==> src/rtl/maze_pkg.sv <==
// maze_pkg: shared types and constants for the maze sprite controller.
//   - game_state_e : game state encoding (RUN=0, HIT=1, WIN=2, OVER=3)
//   - colour constants (12-bit RGB)
//   - COORD_W / coord_t : scan and sprite coordinate width
//   - step_axis() : one-axis move with bounds handling
// Optional feature macro: WRAP_EN (wrap-around at the play-field bounds
// instead of saturating).
package maze_pkg;

    localparam int unsigned COORD_W = 10;
    typedef logic [COORD_W-1:0] coord_t;

    typedef enum logic [1:0] {
        RUN  = 2'd0,
        HIT  = 2'd1,
        WIN  = 2'd2,
        OVER = 2'd3
    } game_state_e;

    localparam logic [11:0] BLACK  = 12'h000;
    localparam logic [11:0] WHITE  = 12'hFFF;
    localparam logic [11:0] RED    = 12'hF00;
    localparam logic [11:0] GREEN  = 12'h0F0;
    localparam logic [11:0] YELLOW = 12'hFF0;
    localparam logic [11:0] CYAN   = 12'h0FF;
    localparam logic [11:0] BLUE   = 12'h00F;

    // Move one axis by step toward inc or dec; opposing presses cancel.
    // Arithmetic is done at 32 bits so neither bound check can wrap.
    function automatic coord_t step_axis(
        input coord_t      pos,
        input logic        inc,
        input logic        dec,
        input int unsigned lo,
        input int unsigned hi,
        input int unsigned step
    );
        int unsigned p;
        int unsigned r;
        p = 32'(pos);
        r = p;
        if (inc && !dec) begin
            if (p + step > hi) begin
`ifdef WRAP_EN
                r = lo;
`else
                r = hi;
`endif
            end else begin
                r = p + step;
            end
        end else if (dec && !inc) begin
            if (p < lo + step) begin
`ifdef WRAP_EN
                r = hi;
`else
                r = lo;
`endif
            end else begin
                r = p - step;
            end
        end
        return coord_t'(r);
    endfunction

endpackage

==> src/rtl/maze_sprite_controller_if.sv <==
// maze_sprite_controller_if: bundles the scan inputs (bright, hCount,
// vCount, wall_fill, goal_fill), the debounced buttons and the display
// outputs (rgb, background, xpos, ypos, lives, state) of the controller.
//   master : the environment (display controller, renderer, buttons)
//   slave  : the sprite controller
interface maze_sprite_controller_if;
    import maze_pkg::*;

    logic        bright;
    logic        up;
    logic        down;
    logic        left;
    logic        right;
    coord_t      hCount;
    coord_t      vCount;
    logic        wall_fill;
    logic        goal_fill;
    logic [11:0] rgb;
    logic [11:0] background;
    coord_t      xpos;
    coord_t      ypos;
    logic [2:0]  lives;
    logic [1:0]  state;

    modport master (
        output bright, up, down, left, right, hCount, vCount, wall_fill, goal_fill,
        input  rgb, background, xpos, ypos, lives, state
    );

    modport slave (
        input  bright, up, down, left, right, hCount, vCount, wall_fill, goal_fill,
        output rgb, background, xpos, ypos, lives, state
    );

endinterface

==> src/rtl/maze_sprite_controller_scan_flag_latch.sv <==
// scan_flag_latch: frame_end strobe plus sticky per-frame collision flags.
//   clk, rst        : pixel clock, async active-high reset
//   hCount_i/vCount_i : scan position; (0,0) marks frame_end
//   bright_i, sprite_fill_i, wall_fill_i, goal_fill_i : current pixel
//   frame_end_o     : high for the (0,0) pixel
//   hit_o / goal_o  : flags accumulated over the previous frame, only
//                     valid (non-zero) on the frame_end cycle
module scan_flag_latch
    import maze_pkg::*;
(
    input  logic   clk,
    input  logic   rst,
    input  coord_t hCount_i,
    input  coord_t vCount_i,
    input  logic   bright_i,
    input  logic   sprite_fill_i,
    input  logic   wall_fill_i,
    input  logic   goal_fill_i,
    output logic   frame_end_o,
    output logic   hit_o,
    output logic   goal_o
);

    logic hit_q, hit_d;
    logic goal_q, goal_d;

    assign frame_end_o = (hCount_i == '0) && (vCount_i == '0);

    // The frame_end pixel itself starts the new frame with cleared flags.
    always_comb begin
        hit_d  = hit_q  | (bright_i & sprite_fill_i & wall_fill_i);
        goal_d = goal_q | (bright_i & sprite_fill_i & goal_fill_i);
        if (frame_end_o) begin
            hit_d  = 1'b0;
            goal_d = 1'b0;
        end
    end

    always_ff @(posedge clk or posedge rst) begin
        if (rst) begin
            hit_q  <= 1'b0;
            goal_q <= 1'b0;
        end else begin
            hit_q  <= hit_d;
            goal_q <= goal_d;
        end
    end

    assign hit_o  = frame_end_o & hit_q;
    assign goal_o = frame_end_o & goal_q;

endmodule

==> src/rtl/maze_sprite_controller.sv <==
// maze_sprite_controller: moves a square sprite on button input once every
// MOVE_DIV frames, detects wall/goal collisions during the scan and runs
// the RUN/HIT/WIN/OVER game state machine with a lives counter.
//   clk, rst : pixel clock, async active-high reset
//   bus      : maze_sprite_controller_if.slave (scan inputs, buttons,
//              rgb/background/xpos/ypos/lives/state outputs)
// Optional feature macro: WRAP_EN (sprite wraps at the bounds).
module maze_sprite_controller
    import maze_pkg::*;
#(
    parameter int unsigned HALF         = 5,
    parameter int unsigned STEP         = 1,
    parameter int unsigned MOVE_DIV     = 1,
    parameter int unsigned X_MIN        = 150,
    parameter int unsigned X_MAX        = 780,
    parameter int unsigned Y_MIN        = 40,
    parameter int unsigned Y_MAX        = 510,
    parameter int unsigned X_START      = 450,
    parameter int unsigned Y_START      = 250,
    parameter int unsigned LIVES        = 3,
    parameter int unsigned HIT_FRAMES   = 60,
    parameter logic [11:0] SPRITE_COLOR = 12'hF00
) (
    input logic               clk,
    input logic               rst,
    maze_sprite_controller_if.slave bus
);

    localparam int unsigned MCW = (MOVE_DIV > 1) ? $clog2(MOVE_DIV) : 1;
    // hit_cnt needs bit 3 for the flash even for short HIT periods
    localparam int unsigned HCW = ($clog2(HIT_FRAMES) < 4) ? 4 : $clog2(HIT_FRAMES);

    game_state_e    state_q, state_d;
    coord_t         xpos_q, xpos_d;
    coord_t         ypos_q, ypos_d;
    logic [2:0]     lives_q, lives_d;
    logic [HCW-1:0] hit_cnt_q, hit_cnt_d;
    logic [MCW-1:0] move_cnt_q, move_cnt_d;
    logic [11:0]    bg_q, bg_d;

    logic        frame_end;
    logic        hit_s;
    logic        goal_s;
    logic        sprite_fill;
    logic        blank;
    logic [11:0] rgb;

    // 11-bit compare with HALF moved to the other side avoids underflow.
    logic [10:0] h_w, v_w, x_w, y_w;
    assign h_w = {1'b0, bus.hCount};
    assign v_w = {1'b0, bus.vCount};
    assign x_w = {1'b0, xpos_q};
    assign y_w = {1'b0, ypos_q};

    assign sprite_fill = (h_w + 11'(HALF) >= x_w) && (h_w <= x_w + 11'(HALF)) &&
                         (v_w + 11'(HALF) >= y_w) && (v_w <= y_w + 11'(HALF));

    scan_flag_latch u_flags (
        .clk           (clk),
        .rst           (rst),
        .hCount_i      (bus.hCount),
        .vCount_i      (bus.vCount),
        .bright_i      (bus.bright),
        .sprite_fill_i (sprite_fill),
        .wall_fill_i   (bus.wall_fill),
        .goal_fill_i   (bus.goal_fill),
        .frame_end_o   (frame_end),
        .hit_o         (hit_s),
        .goal_o        (goal_s)
    );

    always_comb begin
        state_d    = state_q;
        xpos_d     = xpos_q;
        ypos_d     = ypos_q;
        lives_d    = lives_q;
        hit_cnt_d  = hit_cnt_q;
        move_cnt_d = move_cnt_q;
        bg_d       = bg_q;

        if (frame_end) begin
            case (state_q)
                RUN: begin
                    if (hit_s) begin
                        lives_d   = lives_q - 3'd1;
                        xpos_d    = coord_t'(X_START);
                        ypos_d    = coord_t'(Y_START);
                        hit_cnt_d = '0;
                        state_d   = (lives_q == 3'd1) ? OVER : HIT;
                    end else if (goal_s) begin
                        state_d = WIN;
                    end else if (move_cnt_q == MCW'(MOVE_DIV - 1)) begin
                        xpos_d     = step_axis(xpos_q, bus.right, bus.left, X_MIN, X_MAX, STEP);
                        ypos_d     = step_axis(ypos_q, bus.down, bus.up, Y_MIN, Y_MAX, STEP);
                        move_cnt_d = '0;
                    end else begin
                        move_cnt_d = move_cnt_q + MCW'(1);
                    end
                end
                HIT: begin
                    hit_cnt_d = hit_cnt_q + HCW'(1);
                    if (hit_cnt_q == HCW'(HIT_FRAMES - 1)) begin
                        state_d    = RUN;
                        move_cnt_d = '0;
                    end
                end
                default: ;
            endcase

            // Background follows the state being entered; in RUN/HIT it
            // remembers the highest-priority button held at frame_end.
            case (state_d)
                WIN:  bg_d = GREEN;
                OVER: bg_d = RED;
                default: begin
                    if (bus.right)     bg_d = YELLOW;
                    else if (bus.left) bg_d = CYAN;
                    else if (bus.down) bg_d = GREEN;
                    else if (bus.up)   bg_d = BLUE;
                end
            endcase
        end
    end

    always_ff @(posedge clk or posedge rst) begin
        if (rst) begin
            state_q    <= RUN;
            xpos_q     <= coord_t'(X_START);
            ypos_q     <= coord_t'(Y_START);
            lives_q    <= 3'(LIVES);
            hit_cnt_q  <= '0;
            move_cnt_q <= '0;
            bg_q       <= WHITE;
        end else begin
            state_q    <= state_d;
            xpos_q     <= xpos_d;
            ypos_q     <= ypos_d;
            lives_q    <= lives_d;
            hit_cnt_q  <= hit_cnt_d;
            move_cnt_q <= move_cnt_d;
            bg_q       <= bg_d;
        end
    end

    // Sprite flashes off while recovering from a hit.
    assign blank = (state_q == HIT) && hit_cnt_q[3];

    always_comb begin
        rgb = bg_q;
        if (!bus.bright)                rgb = BLACK;
        else if (sprite_fill && !blank) rgb = SPRITE_COLOR;
        else if (bus.wall_fill)         rgb = BLACK;
    end

    assign bus.rgb        = rgb;
    assign bus.background = bg_q;
    assign bus.xpos       = xpos_q;
    assign bus.ypos       = ypos_q;
    assign bus.lives      = lives_q;
    assign bus.state      = state_q;

endmodule

==> src/flat_wrapper.sv <==
// flat-port wrapper written by rule: the top's interface ports become plain ports
module maze_sprite_controller_flat import maze_pkg::*;
#(
    parameter int unsigned HALF         = 5,
    parameter int unsigned STEP         = 1,
    parameter int unsigned MOVE_DIV     = 1,
    parameter int unsigned X_MIN        = 150,
    parameter int unsigned X_MAX        = 780,
    parameter int unsigned Y_MIN        = 40,
    parameter int unsigned Y_MAX        = 510,
    parameter int unsigned X_START      = 450,
    parameter int unsigned Y_START      = 250,
    parameter int unsigned LIVES        = 3,
    parameter int unsigned HIT_FRAMES   = 60,
    parameter logic [11:0] SPRITE_COLOR = 12'hF00
)
  (clk, rst, bus_bright, bus_up, bus_down, bus_left, bus_right, bus_hCount, bus_vCount, bus_wall_fill, bus_goal_fill, bus_rgb, bus_background, bus_xpos, bus_ypos, bus_lives, bus_state);
  maze_sprite_controller_if bus_i ();
  input logic clk;
  input logic rst;
  input wire logic [$bits(bus_i.bright)-1:0] bus_bright;
  input wire logic [$bits(bus_i.up)-1:0] bus_up;
  input wire logic [$bits(bus_i.down)-1:0] bus_down;
  input wire logic [$bits(bus_i.left)-1:0] bus_left;
  input wire logic [$bits(bus_i.right)-1:0] bus_right;
  input wire logic [$bits(bus_i.hCount)-1:0] bus_hCount;
  input wire logic [$bits(bus_i.vCount)-1:0] bus_vCount;
  input wire logic [$bits(bus_i.wall_fill)-1:0] bus_wall_fill;
  input wire logic [$bits(bus_i.goal_fill)-1:0] bus_goal_fill;
  output wire logic [$bits(bus_i.rgb)-1:0] bus_rgb;
  output wire logic [$bits(bus_i.background)-1:0] bus_background;
  output wire logic [$bits(bus_i.xpos)-1:0] bus_xpos;
  output wire logic [$bits(bus_i.ypos)-1:0] bus_ypos;
  output wire logic [$bits(bus_i.lives)-1:0] bus_lives;
  output wire logic [$bits(bus_i.state)-1:0] bus_state;
  assign bus_i.bright = bus_bright;
  assign bus_i.up = bus_up;
  assign bus_i.down = bus_down;
  assign bus_i.left = bus_left;
  assign bus_i.right = bus_right;
  assign bus_i.hCount = bus_hCount;
  assign bus_i.vCount = bus_vCount;
  assign bus_i.wall_fill = bus_wall_fill;
  assign bus_i.goal_fill = bus_goal_fill;
  assign bus_rgb = bus_i.rgb;
  assign bus_background = bus_i.background;
  assign bus_xpos = bus_i.xpos;
  assign bus_ypos = bus_i.ypos;
  assign bus_lives = bus_i.lives;
  assign bus_state = bus_i.state;
  maze_sprite_controller #(.HALF(HALF), .STEP(STEP), .MOVE_DIV(MOVE_DIV), .X_MIN(X_MIN), .X_MAX(X_MAX), .Y_MIN(Y_MIN), .Y_MAX(Y_MAX), .X_START(X_START), .Y_START(Y_START), .LIVES(LIVES), .HIT_FRAMES(HIT_FRAMES), .SPRITE_COLOR(SPRITE_COLOR)) u_core (.clk(clk), .rst(rst), .bus(bus_i));
endmodule
==> config.mk <==
export PLATFORM = sky130hd
export DESIGN_NAME = maze_sprite_controller_flat
export DESIGN_NICKNAME = d
export VERILOG_FILES = /design/src/rtl/maze_pkg.sv /design/src/rtl/maze_sprite_controller_if.sv /design/src/rtl/maze_sprite_controller_scan_flag_latch.sv /design/src/rtl/maze_sprite_controller.sv /design/src/flat_wrapper.sv
export SDC_FILE = /design/constraint.sdc
export NUM_CORES = 1
export LEC_CHECK = 0
export CAP_MARGIN = 20
export CORE_UTILIZATION = 50
export DETAILED_ROUTE_END_ITERATION = 8
export GPL_TIMING_DRIVEN = 0
export PLACE_DENSITY = 0.79
export SETUP_SLACK_MARGIN = 0.05
export SLEW_MARGIN = 20
export SYNTH_ARGS = -nofsm -noshare
export SYNTH_HDL_FRONTEND = slang
export SYNTH_SLANG_ARGS = --single-unit
==> constraint.sdc <==
create_clock -name clk -period 4.1 [get_ports clk]
set_clock_uncertainty 0.1 [all_clocks]
set_input_delay 0.82 -clock clk [delete_from_list [all_inputs] [get_ports clk]]
set_output_delay 0.82 -clock clk [all_outputs]
set_load 0.005 [all_outputs]
==> results of run 1 <==
path summary, 6_finish.rpt:
path                                                  from  slack, ps                               to  cells after the start
max                                          bus_vCount[1]       -420                       bus_rgb[3]                     17
min                        u_core.bus.lives[2]$_DFFE_PP0P_        390  u_core.bus.lives[2]$_DFFE_PP0P_                      1
max reg2reg                 u_core.bus.xpos[1]$_DFFE_PP1P_        990   u_core.u_flags.hit_q$_DFF_PP0_                     12
min reg2reg                u_core.bus.lives[2]$_DFFE_PP0P_        390  u_core.bus.lives[2]$_DFFE_PP0P_                      1
max in group asynchronous                              rst       2500   u_core.bus.xpos[5]$_DFFE_PP0P_                      2
min in group asynchronous                              rst        870   u_core.bus.ypos[0]$_DFFE_PP0P_                      2
registers in the layout, summed over array words and instances, names as in the netlist:
register	flops
u_core.bus.lives	3
u_core.bus.ypos	10
u_core.bus.background	3
u_core.u_flags.hit_q	1
u_core.bus.state	2
u_core.u_flags.goal_q	1
u_core.bus.xpos	10
u_core.hit_cnt_q	6
cell type report:
| class | instances | area, sq um | area share |
|---|---|---|---|
| inverter | 40 | 153.9 | 0.02474 |
| buffer | 39 | 272.8 | 0.04385 |
| clock buffer | 5 | 68.82 | 0.01106 |
| multi-input combinational | 490 | 3669 | 0.5897 |
| sequential | 36 | 923.4 | 0.1484 |
| tap | 129 | 161.4 | 0.02595 |
| clock inverter | 3 | 18.77 | 0.003017 |
| timing repair buffer | 102 | 953.4 | 0.1533 |
cells in the mapped netlist, drive strengths merged (9+ instances only):
library cell   n
a21o          10
a21oi         45
buf           29
clkbuf        15
dfrtp         21
dfstp         15
ha            56
inv           39
nand2         50
nand3         26
nand4         13
nor2          42
nor2b          9
nor3          18
o21ai         48
xnor2         35
xor2           9
worst max-delay path, cell delays in order:
cell	delay, ps
sky130_fd_sc_hd__buf_8	110
sky130_fd_sc_hd__ha_4	160
sky130_fd_sc_hd__o2111ai_4	210
sky130_fd_sc_hd__nor2_2	60
sky130_fd_sc_hd__xor2_1	150
sky130_fd_sc_hd__ha_1	320
sky130_fd_sc_hd__o2111a_1	280
sky130_fd_sc_hd__nand2_1	70
sky130_fd_sc_hd__o21ai_1	60
sky130_fd_sc_hd__or3_4	380
sky130_fd_sc_hd__a31oi_4	180
sky130_fd_sc_hd__a2111oi_4	50
sky130_fd_sc_hd__buf_6	170
sky130_fd_sc_hd__a21oi_4	140
sky130_fd_sc_hd__buf_4	130
sky130_fd_sc_hd__buf_4	90
sky130_fd_sc_hd__dlygate4sd2_1	220
stage by stage:
step | TNS [ps] | instance area (sq um) | hold slack [ps] | power, mW
global route | -5013 | 6221 | 407.8 | 0.8611
floorplan | 0 | 4818 | 376.5 | 0.4710
CTS | -4383 | 6076 | 396.7 | 0.8130
detailed placement | -14640 | 5751 | 381.5 | 0.5468
global placement | -14300 | 5751 | 379.9 | 0.5386
finish | -3411 | 6221 | 385.3 | 0.8220
kinds of logic after synthesis:
logic type / synth area share
mux: 0.01317
simple gates: 0.2357
compound gates: 0.2439
xor+xnor: 0.08112
flops: 0.1936
fa+ha+maj: 0.1475
buf+inv: 0.08507
per-layer routing:
metal	GRT usage	vias to the layer above
met5	0	-
met4	0.1075	0
met3	0.04708	47
met2	0.5283	247
met1	0.3610	2413
li1	-	2420
where the power goes:
| group | total, mW | leakage [nW] | internal, mW | switching, mW |
|---|---|---|---|---|
| Sequential | 0.361 | 0.430 | 0.358 | 0.00246 |
| Combinational | 0.200 | 2.11 | 0.0905 | 0.109 |
| Clock | 0.262 | 0.0479 | 0.119 | 0.143 |
timing repair:
action | CTS | global route
gates resized for setup | 141 | 41
buffers inserted | 17 | 8
setup endpoints to repair | 12 | 12
pin swaps | 22 | 6
==> impl_results.rst, run 1 <==
.. list-table::
   :header-rows: 1

   * - Metric
     - Value
   * - Via-to-Cell Ratio
     - 6.075
   * - Leakage
     - 2.586 nW
   * - Pwr/cell area
     - 132.1 nW/um^2
   * - Seq/Total Area, Yosys
     - 0.1936
   * - Width of the die
     - 99.48 microns
   * - Final antenna-violating net count
     - 0
   * - Mean cell area of the mapped netlist
     - 7.788 sq um
   * - Fraction of final layout cells with drive strength greater than 1
     - 0.2196
   * - Sort of element at the start of the critical path
     - input port
   * - Clock-pin transition on the worst setup and hold timing paths
     - 80 ps
   * - Final worst-path cycle share
     - 1.103
   * - TritonCTS clock tree
     - built
   * - Antenna Diode Count
     - 0
   * - Fill cell count
     - 772
   * - Maximum buffer depth of the clock tree
     - 2
   * - Library cell occupying the most area in the post-synthesis netlist
     - sky130_fd_sc_hd__ha_1
   * - Clk_lat worst skew
     - 300 ps
   * - Row count
     - 35
   * - Aggregate routed wire length
     - 14830 microns
   * - Minimum setup slack after placement
     - -1298 ps
   * - NumNets Final
     - 799
   * - Number of cells in the design after placement
     - 816
   * - Non-filler instance count after layout
     - 844
   * - Post-DP HPWL
     - 10900 microns
   * - Worst min-delay path class
     - reg -> reg
   * - End-of-flow core utilization
     - 0.6733
   * - Layout overhead on the synthesized area
     - 30.95%
   * - Setup-failing EPs final
     - 12
   * - Antenna violations before repair
     - 0
   * - Effective utilization at floorplan
     - 0.5142
   * - Share of flip-flops with an asynchronous set or reset
     - 1.000
   * - Remaining global-route overflow
     - 0
   * - Post-Synthesis Cells
     - 610
   * - DR iter-0 viols
     - 312
   * - CP arrival
     - 3600 ps
   * - Largest voltage drop on the vdd net
     - 0.1790 mV
   * - Commonest non-fill, non-tap cell in the layout
     - sky130_fd_sc_hd__ha_1
   * - Yosys warning total
     - 0
   * - Core Footprint
     - 9240 sq um
   * - Height of the chip
     - 99.48 microns
   * - Tmin final
     - 4523 ps
   * - First-pass GRT wire length
     - 23980 microns
   * - Met3 wire length
     - 910 microns
   * - Cell types with the largest area share after synthesis
     - sky130_fd_sc_hd__ha_1, sky130_fd_sc_hd__dfrtp_1, sky130_fd_sc_hd__dfstp_2, sky130_fd_sc_hd__xnor2_1, sky130_fd_sc_hd__a21oi_1
   * - Most frequently used flop master after synthesis
     - sky130_fd_sc_hd__dfrtp_1
   * - # Max-Cap Violations
     - 0
   * - Achievable Freq
     - 0.2211 GHz
   * - Overall global routing resource usage
     - 0.2968
   * - Max Fanout on Critical Path
     - 5
   * - Total number of vias
     - 5127
   * - Slew headroom
     - 0.4988
   * - Largest net degree at the start of global routing
     - 37
   * - Post-synth net total
     - 695
   * - Commonest cells after routing, fill and taps aside
     - sky130_fd_sc_hd__ha_1, sky130_fd_sc_hd__nand2_1, sky130_fd_sc_hd__clkdlybuf4s50_1
   * - Average wire length per cell after detail routing
     - 17.57 microns
   * - Area of the mapped netlist
     - 4751 sq um
   * - Placer Congestion
     - 0.9622
   * - Violated checks
     - negative setup slack
   * - Count of flip-flops with a built-in enable after synthesis
     - 0
   * - # hold bufs at CTS
     - 0
   * - First-pass DRT Iterations
     - 5
   * - Hold Vio Cnt, Final
     - 0
   * - Vias in the first global route
     - 5086
   * - Number of clock sinks seen by CTS
     - 36
   * - Post-route DRC
     - 0
   * - Post-layout worst setup margin
     - -423.2 ps
   * - WS Path Type
     - in -> out
   * - Inserted Clock Buffers
     - 5
   * - Measured slew at the worst slew-check pin
     - 750.7 ps
   * - Type of destination of the critical path
     - output pin
   * - Port buffer count
     - 77
   * - Proportion of netlist area held by the largest area contributor
     - 0.1475
   * - Post-route met1 wirelength
     - 6075 microns
   * - Total count of max-transition violations in the final report
     - 0
   * - Worst EP required
     - 3180 ps
   * - Total I/O pin count
     - 78
   * - Uppermost metal layer occupied by signal nets
     - met4
   * - Die footprint
     - 9895 sq um
   * - Met2 layer wire length in the routed design
     - 7395 microns
   * - Status
     - finished, violations left
   * - Unrepaired setup endpoints after global routing
     - yes
   * - Cell at the root of the clock tree
     - sky130_fd_sc_hd__clkbuf_8
   * - H-tree Lvls
     - 2
   * - Number of distinct standard cells referenced by the synthesized netlist
     - 79
   * - Synthesized flop and latch total
     - 36
Power figures use the tool's default switching activity.
==> run 2: changes to the inputs <==
--- a/config.mk
+++ b/config.mk
@@ -8,6 +8,5 @@
 export CAP_MARGIN = 20
-export CORE_UTILIZATION = 50
+export CORE_UTILIZATION = 30
 export DETAILED_ROUTE_END_ITERATION = 8
 export GPL_TIMING_DRIVEN = 0
-export PLACE_DENSITY = 0.79
 export SETUP_SLACK_MARGIN = 0.05
--- a/constraint.sdc
+++ b/constraint.sdc
@@ -4,2 +4,2 @@
 set_output_delay 0.82 -clock clk [all_outputs]
-set_load 0.005 [all_outputs]
+set_load 0.01 [all_outputs]
==> impl_results.rst, run 2 (synthesis results as in run 1) <==
.. list-table::
   :header-rows: 1

   * - Metric
     - Value
   * - Cell area after placement
     - 5866 sq um (+2.0%)
   * - Clock-pin transition on the worst setup and hold timing paths
     - 60 ps (-20 ps)
   * - Sort of element at the start of the critical path
     - input port
   * - Number of clock sinks seen by CTS
     - 36 (unchanged)
   * - Vias in the first global route
     - 4690 (-7.8%)
   * - Tmin final
     - 4399 ps (-124.4 ps)
   * - Slew headroom
     - 0.5026 (+0.003794)
   * - Die footprint
     - 16340 sq um (+65%)
   * - H-tree Lvls
     - 2 (unchanged)
   * - End-of-flow core utilization
     - 0.4110 (-0.2622)
   * - Max Fanout on Critical Path
     - 4 (-1)
   * - Commonest non-fill, non-tap cell in the layout
     - sky130_fd_sc_hd__ha_1
   * - Worst min-delay path class
     - reg -> reg
   * - Worst path buffer plus inverter count
     - 5 (unchanged)
   * - Post-DP HPWL
     - 11080 microns (+1.6%)
   * - Worst path max stage delay
     - 350 ps (-30 ps)
   * - Largest net degree at the start of global routing
     - 25 (-32%)
   * - Total count of max-transition violations in the final report
     - 0 (unchanged)
   * - Cell at the root of the clock tree
     - sky130_fd_sc_hd__clkbuf_16
   * - # hold bufs at CTS
     - 0 (unchanged)
   * - Violated checks
     - negative setup slack
   * - Inserted Clock Buffers
     - 5 (unchanged)
   * - Total I/O pin count
     - 78 (unchanged)
   * - Row count
     - 45 (+29%)
   * - Width of the die
     - 127.8 microns (+29%)
   * - Commonest cells after routing, fill and taps aside
     - sky130_fd_sc_hd__ha_1, sky130_fd_sc_hd__nand2_1, sky130_fd_sc_hd__clkdlybuf4s50_1
   * - Post-layout worst setup margin
     - -298.8 ps (+124.4 ps)
   * - Status
     - finished, violations left
   * - Placer Congestion
     - 0.9205 (-4.3%)
   * - Via-to-Cell Ratio
     - 5.344 (-12%)
   * - Unrepaired setup endpoints after global routing
     - yes
   * - Average wire length per cell after detail routing
     - 15.95 microns (-9.2%)
   * - Hold Vio Cnt, Final
     - 0 (unchanged)
   * - Cell type group with the largest total delay on the critical path
     - compound AO/OA/AOI/OAI gates
   * - Worst hold-check slack
     - 387.6 ps (+2.254 ps)
   * - Post-route DRC
     - 0 (unchanged)
   * - Leakage
     - 2.610 nW (+0.94%)
   * - Setup-failing EPs final
     - 12 (unchanged)
   * - Layout overhead on the synthesized area
     - 32.50%
   * - CP arrival
     - 3480 ps (-120 ps)
   * - Measured slew at the worst slew-check pin
     - 741.1 ps (-9.569 ps)
   * - Fill cell count
     - 1598 (+110%)
   * - Fraction of final layout cells with drive strength greater than 1
     - 0.2070 (-0.01254)
   * - # Max-Cap Violations
     - 0 (unchanged)
   * - Pwr/cell area
     - 149.2 nW/um^2 (+13%)
   * - Non-Filler Cell Area, Final
     - 6295 sq um (+1.2%)
   * - Achievable Freq
     - 0.2273 GHz (+2.8%)
   * - WS Path Type
     - in -> out
   * - Total number of vias
     - 4922 (-4.0%)
   * - DR iter-0 viols
     - 348 (+12%)
   * - Library cell appearing most often on the critical path
     - sky130_fd_sc_hd__buf_6
   * - Port buffer count
     - 77 (unchanged)
   * - First-pass DRT Iterations
     - 7 (+2)
   * - Antenna Diode Count
     - 0 (unchanged)
   * - Library cell contributing the largest single delay on the critical path
     - sky130_fd_sc_hd__or3_1
   * - Effective utilization at floorplan
     - 0.3102 (-0.2039)
   * - Maximum buffer depth of the clock tree
     - 2 (unchanged)
   * - Worst EP required
     - 3180 ps (about the same)
   * - Clk_lat worst skew
     - 290 ps (about the same)
   * - TritonCTS clock tree
     - built
   * - First-pass GRT wire length
     - 23760 microns (-0.95%)
   * - NumNets Final
     - 794 (-0.63%)
   * - Overall global routing resource usage
     - 0.1804 (-0.1164)
   * - Type of destination of the critical path
     - output pin
   * - Height of the chip
     - 127.8 microns (+29%)
   * - Core Footprint
     - 15310 sq um (+66%)
   * - Final worst-path cycle share
     - 1.073 (-0.03035)
   * - Remaining global-route overflow
     - 0 (unchanged)
   * - Largest voltage drop on the vdd net
     - 0.1698 mV (-5.1%)
   * - Aggregate routed wire length
     - 14690 microns (-0.94%)
   * - Final antenna-violating net count
     - 0 (unchanged)
   * - Antenna violations before repair
     - 0 (unchanged)
   * - Cells along the critical path
     - buf_8, ha_4, o2111ai_4, nor2_2, xor2_1, ha_1, o2111a_1, nand2_1, o21ai_1, or3_1, a31oi_2, a2111oi_4, buf_6, buf_6, a21oi_4, buf_6, buf_6
-- run 2: cell types whose count changed in the layout (fill, tap and decap cells not counted), sizes merged --
cell / change
clkdlybuf4s15: -5
buf: -2
clkbuf: +2
clkinvlp: -1
dlygate4sd2: -1
dlymetal6s2s: +1
inv: +1
-- run 2: layout make-up --
cell class / count / area [sq um] / area share
clock buffers: 5 / 125.1 / 0.01988
well taps: 211 / 264.0 / 0.04194
repair buffers: 95 / 897.1 / 0.1425
inverters: 40 / 150.1 / 0.02385
flip-flops and latches: 36 / 920.9 / 0.1463
clock inverters: 3 / 18.77 / 0.002982
plain buffers: 41 / 296.5 / 0.04711
multi-input cells: 490 / 3622 / 0.5754
-- run 2: routing by layer --
metal | wire [microns] | vias up | share of wire | track usage
met2 | 6908 | 187 | 0.47 | 0.3018
li1 | - | 2413 | - | -
met3 | 860 | 24 | 0.059 | 0.02462
met4 | 211 | 0 | 0.014 | 0.04498
met1 | 6711 | 2298 | 0.46 | 0.2436
met5 | 0 | - | 0 | 0
-- run 2: power breakdown --
part           switching, mW  total (mW)  internal [mW]
Sequential           0.00209       0.361          0.359
Combinational          0.106       0.194         0.0880
Clock                  0.161       0.385          0.224
Total                  0.269       0.939          0.671
-- run 2: worst register-to-register path: stages (launching register included) --
cell	delay, ps
sky130_fd_sc_hd__dfrtp_1	410
sky130_fd_sc_hd__buf_4	180
sky130_fd_sc_hd__buf_2	210
sky130_fd_sc_hd__a21oi_4	200
sky130_fd_sc_hd__nor2_1	80
sky130_fd_sc_hd__xnor2_1	140
sky130_fd_sc_hd__ha_1	290
sky130_fd_sc_hd__nand4_1	120
sky130_fd_sc_hd__a21oi_1	180
sky130_fd_sc_hd__a2111oi_2	60
sky130_fd_sc_hd__a2111oi_2	500
sky130_fd_sc_hd__a2111oi_4	60
sky130_fd_sc_hd__buf_6	160
sky130_fd_sc_hd__buf_4	130
sky130_fd_sc_hd__a22o_1	170
-- run 2: repair_timing --
item / in CTS / in global routing
resized for setup: 145 / 34
endpoints found under the setup margin: 12 / 12
pin swaps: 16 / 6
buffers inserted: 11 / 6
-- run 2: worst paths after layout --
| kind | start | to | slack (ps) | depth (start not counted) |
|---|---|---|---|---|
| worst max-delay path | bus_vCount[1] | bus_rgb[2] | -300 | 17 |
| worst min-delay path | u_core.bus.lives[2]$_DFFE_PP0P_ | u_core.bus.lives[2]$_DFFE_PP0P_ | 390 | 1 |
| worst max register to register | u_core.bus.xpos[2]$_DFFE_PP0P_ | u_core.u_flags.hit_q$_DFF_PP0_ | 990 | 14 |
| worst min register to register | u_core.bus.lives[2]$_DFFE_PP0P_ | u_core.bus.lives[2]$_DFFE_PP0P_ | 390 | 1 |
| max in group asynchronous | rst | u_core.bus.lives[1]$_DFFE_PP1P_ | 2690 | 3 |
| min in group asynchronous | rst | u_core.bus.ypos[8]$_DFFE_PP0P_ | 700 | 2 |
-- run 2: stage by stage --
step	setup slack, ps	setup TNS, ps	total power [mW]	std cells
after floorplan	-6.195	-44.46	0.4718	610
after global placement	-1430	-15600	0.5460	898
after detailed placement	-1396	-15240	0.5505	899
after CTS	-332.9	-3238	0.9492	916
after global routing	-430.4	-4557	0.9888	921
final	-298.8	-2980	0.9394	921
==> run 3: changes to the inputs <==
- CAP_MARGIN: 20 -> unset
- CORE_MARGIN: unset -> 2
- SYNTH_HIERARCHICAL: unset -> 1
==> impl_results.rst, run 3 <==
.. list-table::
   :header-rows: 1

   * - Metric
     - Value
   * - Status
     - finished, violations left
   * - Violated checks
     - negative setup slack
   * - Sort of element at the start of the critical path
     - register
   * - Clk_lat worst skew
     - 280 ps (about the same)
   * - Max Fanout on Critical Path
     - 3 (-1)
   * - Largest net degree at the start of global routing
     - 28 (+12%)
   * - CP arrival
     - 3560 ps (+80 ps)
   * - Total count of max-transition violations in the final report
     - 0 (unchanged)
   * - Cell types with the largest area share after synthesis
     - sky130_fd_sc_hd__ha_1, sky130_fd_sc_hd__dfrtp_1, sky130_fd_sc_hd__dfstp_2, sky130_fd_sc_hd__xnor2_1, sky130_fd_sc_hd__a21oi_1
   * - Inserted Clock Buffers
     - 5 (unchanged)
   * - Die footprint
     - 16820 sq um (+2.9%)
   * - Height of the chip
     - 129.7 microns (+1.5%)
   * - Cell depth of the worst hold path
     - 1 (unchanged)
   * - Fraction of final layout cells with drive strength greater than 1
     - 0.2221 (+0.01502)
   * - Commonest non-fill, non-tap cell in the layout
     - sky130_fd_sc_hd__clkdlybuf4s50_1
   * - Leakage
     - 2.595 nW (-0.58%)
   * - Most frequently used flop master after synthesis
     - sky130_fd_sc_hd__dfrtp_1
   * - NumNets Final
     - 785 (-1.1%)
   * - Effective utilization at floorplan
     - 0.3096 (-0.0006536)
   * - Number of cell instances on the worst register-to-register path
     - 14 (unchanged)
   * - Width of the die
     - 129.7 microns (+1.5%)
   * - WS Path Type
     - reg -> out
   * - Cell at the root of the clock tree
     - sky130_fd_sc_hd__clkbuf_16
   * - Slew headroom
     - 0.4406 (-0.06202)
   * - Final worst-path cycle share
     - 1.092 (+0.01944)
   * - Pwr/cell area
     - 148.7 nW/um^2 (-0.33%)
   * - First-pass DRT Iterations
     - 7 (unchanged)
   * - Antenna violations before repair
     - 0 (unchanged)
   * - Non-Filler Cell Area, Final
     - 6329 sq um (+0.54%)
   * - Core Footprint
     - 15310 sq um (unchanged)
   * - Port buffer count
     - 77 (unchanged)
   * - Source of the worst hold timing path
     - u_core/bus.lives[2]$_DFFE_PP0P_
   * - Unrepaired setup endpoints after global routing
     - yes
   * - Final Total Pwr
     - 0.9413 mW (+0.20%)
   * - Average wire length per cell after detail routing
     - 17.44 microns (+9.3%)
   * - Post-Synthesis Cells
     - 601 (-1.5%)
   * - Synthesized flop and latch total
     - 36 (unchanged)
   * - Hold Vio Cnt, Final
     - 0 (unchanged)
   * - Library cell occupying the most area in the post-synthesis netlist
     - sky130_fd_sc_hd__ha_1
   * - Worst min-delay path class
     - reg -> reg
   * - Placer Congestion
     - 0.9489 (+3.1%)
   * - Achievable Freq
     - 0.2233 GHz (-1.8%)
   * - # Max-Cap Violations
     - 0 (unchanged)
   * - Worst-case register-to-register setup slack
     - 810 ps (-180 ps)
   * - Post-route DRC
     - 0 (unchanged)
   * - Vias in the first global route
     - 5028 (+7.2%)
   * - Mean cell area of the mapped netlist
     - 7.888 sq um (+1.3%)
   * - Most numerous cell in the Yosys netlist
     - sky130_fd_sc_hd__ha_1
   * - Post-layout worst setup margin
     - -378.5 ps (-79.69 ps)
   * - Remaining global-route overflow
     - 0 (unchanged)
   * - Final antenna-violating net count
     - 0 (unchanged)
   * - Number of clock sinks seen by CTS
     - 36 (unchanged)
   * - Number of distinct standard cells referenced by the synthesized netlist
     - 80 (+1.3%)
   * - Area of the mapped netlist
     - 4741 sq um (-0.21%)
   * - Worst EP required
     - 3180 ps (about the same)
   * - Tmin final
     - 4478 ps (+79.69 ps)
   * - Launch point of the worst reg-to-reg path
     - u_core/bus.ypos[3]$_DFFE_PP1P_
   * - Type of destination of the critical path
     - output pin
   * - First-pass GRT wire length
     - 25560 microns (+7.6%)
   * - Total number of vias
     - 5162 (+4.9%)
   * - Count of flip-flops with a built-in enable after synthesis
     - 0 (unchanged)
   * - Total I/O pin count
     - 78 (unchanged)
   * - Aggregate routed wire length
     - 16010 microns (+9.0%)
   * - Via-to-Cell Ratio
     - 5.623 (+5.2%)
   * - Post-synth net total
     - 680 (-2.2%)
   * - Layout overhead on the synthesized area
     - 33.49%
   * - Post-DP HPWL
     - 12000 microns (+8.3%)
   * - Setup-failing EPs final
     - 12 (unchanged)
   * - Seq/Total Area, Yosys
     - 0.1940 (+0.0004087)
   * - Worst hold-check slack
     - 386.3 ps (-1.315 ps)
   * - H-tree Lvls
     - 2 (unchanged)
   * - Proportion of netlist area held by the largest area contributor
     - 0.1320 (-0.01552)
   * - Hold endpoint
     - u_core/bus.lives[2]$_DFFE_PP0P_
   * - Worst setup startpoint
     - u_core/bus.ypos[3]$_DFFE_PP1P_
   * - DR iter-0 viols
     - 401 (+15%)
   * - Total negative slack
     - -4146 ps (-1165 ps)
   * - Cell area after placement
     - 5796 sq um (-1.2%)
   * - Most numerous cell types in the synthesized netlist
     - sky130_fd_sc_hd__ha_1, sky130_fd_sc_hd__nor2_1, sky130_fd_sc_hd__a21oi_1
   * - Largest voltage drop on the vdd net
     - 0.1275 mV (-25%)
   * - Clock-pin transition on the worst setup and hold timing paths
     - 60 ps (about the same)
   * - Share of flip-flops with an asynchronous set or reset
     - 1.000 (unchanged)
   * - Capturing point of the worst reg2reg path
     - u_core/u_flags/hit_q$_DFF_PP0_
   * - Commonest cells after routing, fill and taps aside
     - sky130_fd_sc_hd__clkdlybuf4s50_1, sky130_fd_sc_hd__ha_1, sky130_fd_sc_hd__nor2_1
   * - Maximum buffer depth of the clock tree
     - 2 (unchanged)
   * - Yosys warning total
     - 6 (+6)
   * - Measured slew at the worst slew-check pin
     - 830.0 ps (+88.92 ps)
   * - Row count
     - 45 (unchanged)
   * - Fill cell count
     - 1603 (+0.31%)
   * - Antenna Diode Count
     - 0 (unchanged)
   * - TritonCTS clock tree
     - built
   * - Overall global routing resource usage
     - 0.1885 (+0.008131)
## run 3: where the power goes
part | switching (mW) | internal [mW]
Clock | 0.155 | 0.240
Combinational | 0.101 | 0.0823
Sequential | 0.00238 | 0.361
## run 3: metrics by stage
stage          setup WS, ps  instances  utilization
2_1_floorplan        -27.30        601            -
3_3_place_gp          -1317        889       0.3771
3_5_place_dp          -1387        890       0.3784
4_1_cts              -551.9        913       0.4069
5_1_grt              -493.4        918       0.4132
6_report             -378.5        918       0.4132
## run 3: worst max-delay path by stage
| stage | end | slack [ps] | cells past startpoint |
|---|---|---|---|
| finish | bus_rgb[10] | -380 | 15 |
| global route | bus_rgb[10] | -490 | 15 |
| CTS | bus_rgb[11] | -550 | 15 |
| detailed placement | bus_rgb[5] | -1390 | 13 |
| global placement | bus_rgb[2] | -1320 | 13 |
| floorplan | bus_rgb[1] | -30 | 11 |
## run 3: layer usage
| metal | vias up | share of wire | wire length (microns) | global-route usage |
|---|---|---|---|---|
| met3 | 32 | 0.069 | 1110 | 0.02378 |
| met5 | - | 0 | 0 | 0 |
| li1 | 2417 | - | - | - |
| met4 | 0 | 0.016 | 260 | 0.04617 |
| met1 | 2470 | 0.45 | 7221 | 0.2596 |
| met2 | 243 | 0.46 | 7419 | 0.3144 |
## run 3: layout make-up
class	count	area (sq um)	share of cell area
inverter	33	131.4	0.02076
tap	211	264.0	0.04172
timing repair buffer	100	962.2	0.1520
sequential	36	922.1	0.1457
clock inverter	2	10.01	0.001582
multi-input combinational	488	3566	0.5635
clock buffer	6	138.9	0.02195
buffer	42	334.1	0.05279
## run 3: cells by family (layout without fill, tap and decap cells)
group           Yosys count  in the layout  synth area share
simple gates            221            221            0.2536
compound gates          169            169            0.2418
buf+inv                  77            183           0.08894
fa+ha+maj                50             50            0.1320
xor+xnor                 45             45           0.08314
flops                    36             36            0.1940
mux                       3              3          0.006598
## run 3: what timing repair did
action / in CTS / in global routing
hold buffers: 0 / 0
gates resized for setup: 112 / 38
pin swaps: 9 / 8
endpoints found under the setup margin: 12 / 15
setup buffers: 17 / 5
## run 3: critical path: stages, from the launching register on
cell and delay, ps:
sky130_fd_sc_hd__dfstp_2 550, sky130_fd_sc_hd__buf_6 120, sky130_fd_sc_hd__inv_6 30, sky130_fd_sc_hd__or4_4 540, sky130_fd_sc_hd__xnor2_2 140, sky130_fd_sc_hd__ha_1 310
sky130_fd_sc_hd__nand4_1 110, sky130_fd_sc_hd__or4_4 430, sky130_fd_sc_hd__o221ai_2 80, sky130_fd_sc_hd__a31oi_2 70, sky130_fd_sc_hd__a2111oi_4 250, sky130_fd_sc_hd__buf_6 180
sky130_fd_sc_hd__a31o_4 160, sky130_fd_sc_hd__buf_6 100, sky130_fd_sc_hd__buf_4 100, sky130_fd_sc_hd__buf_6 90
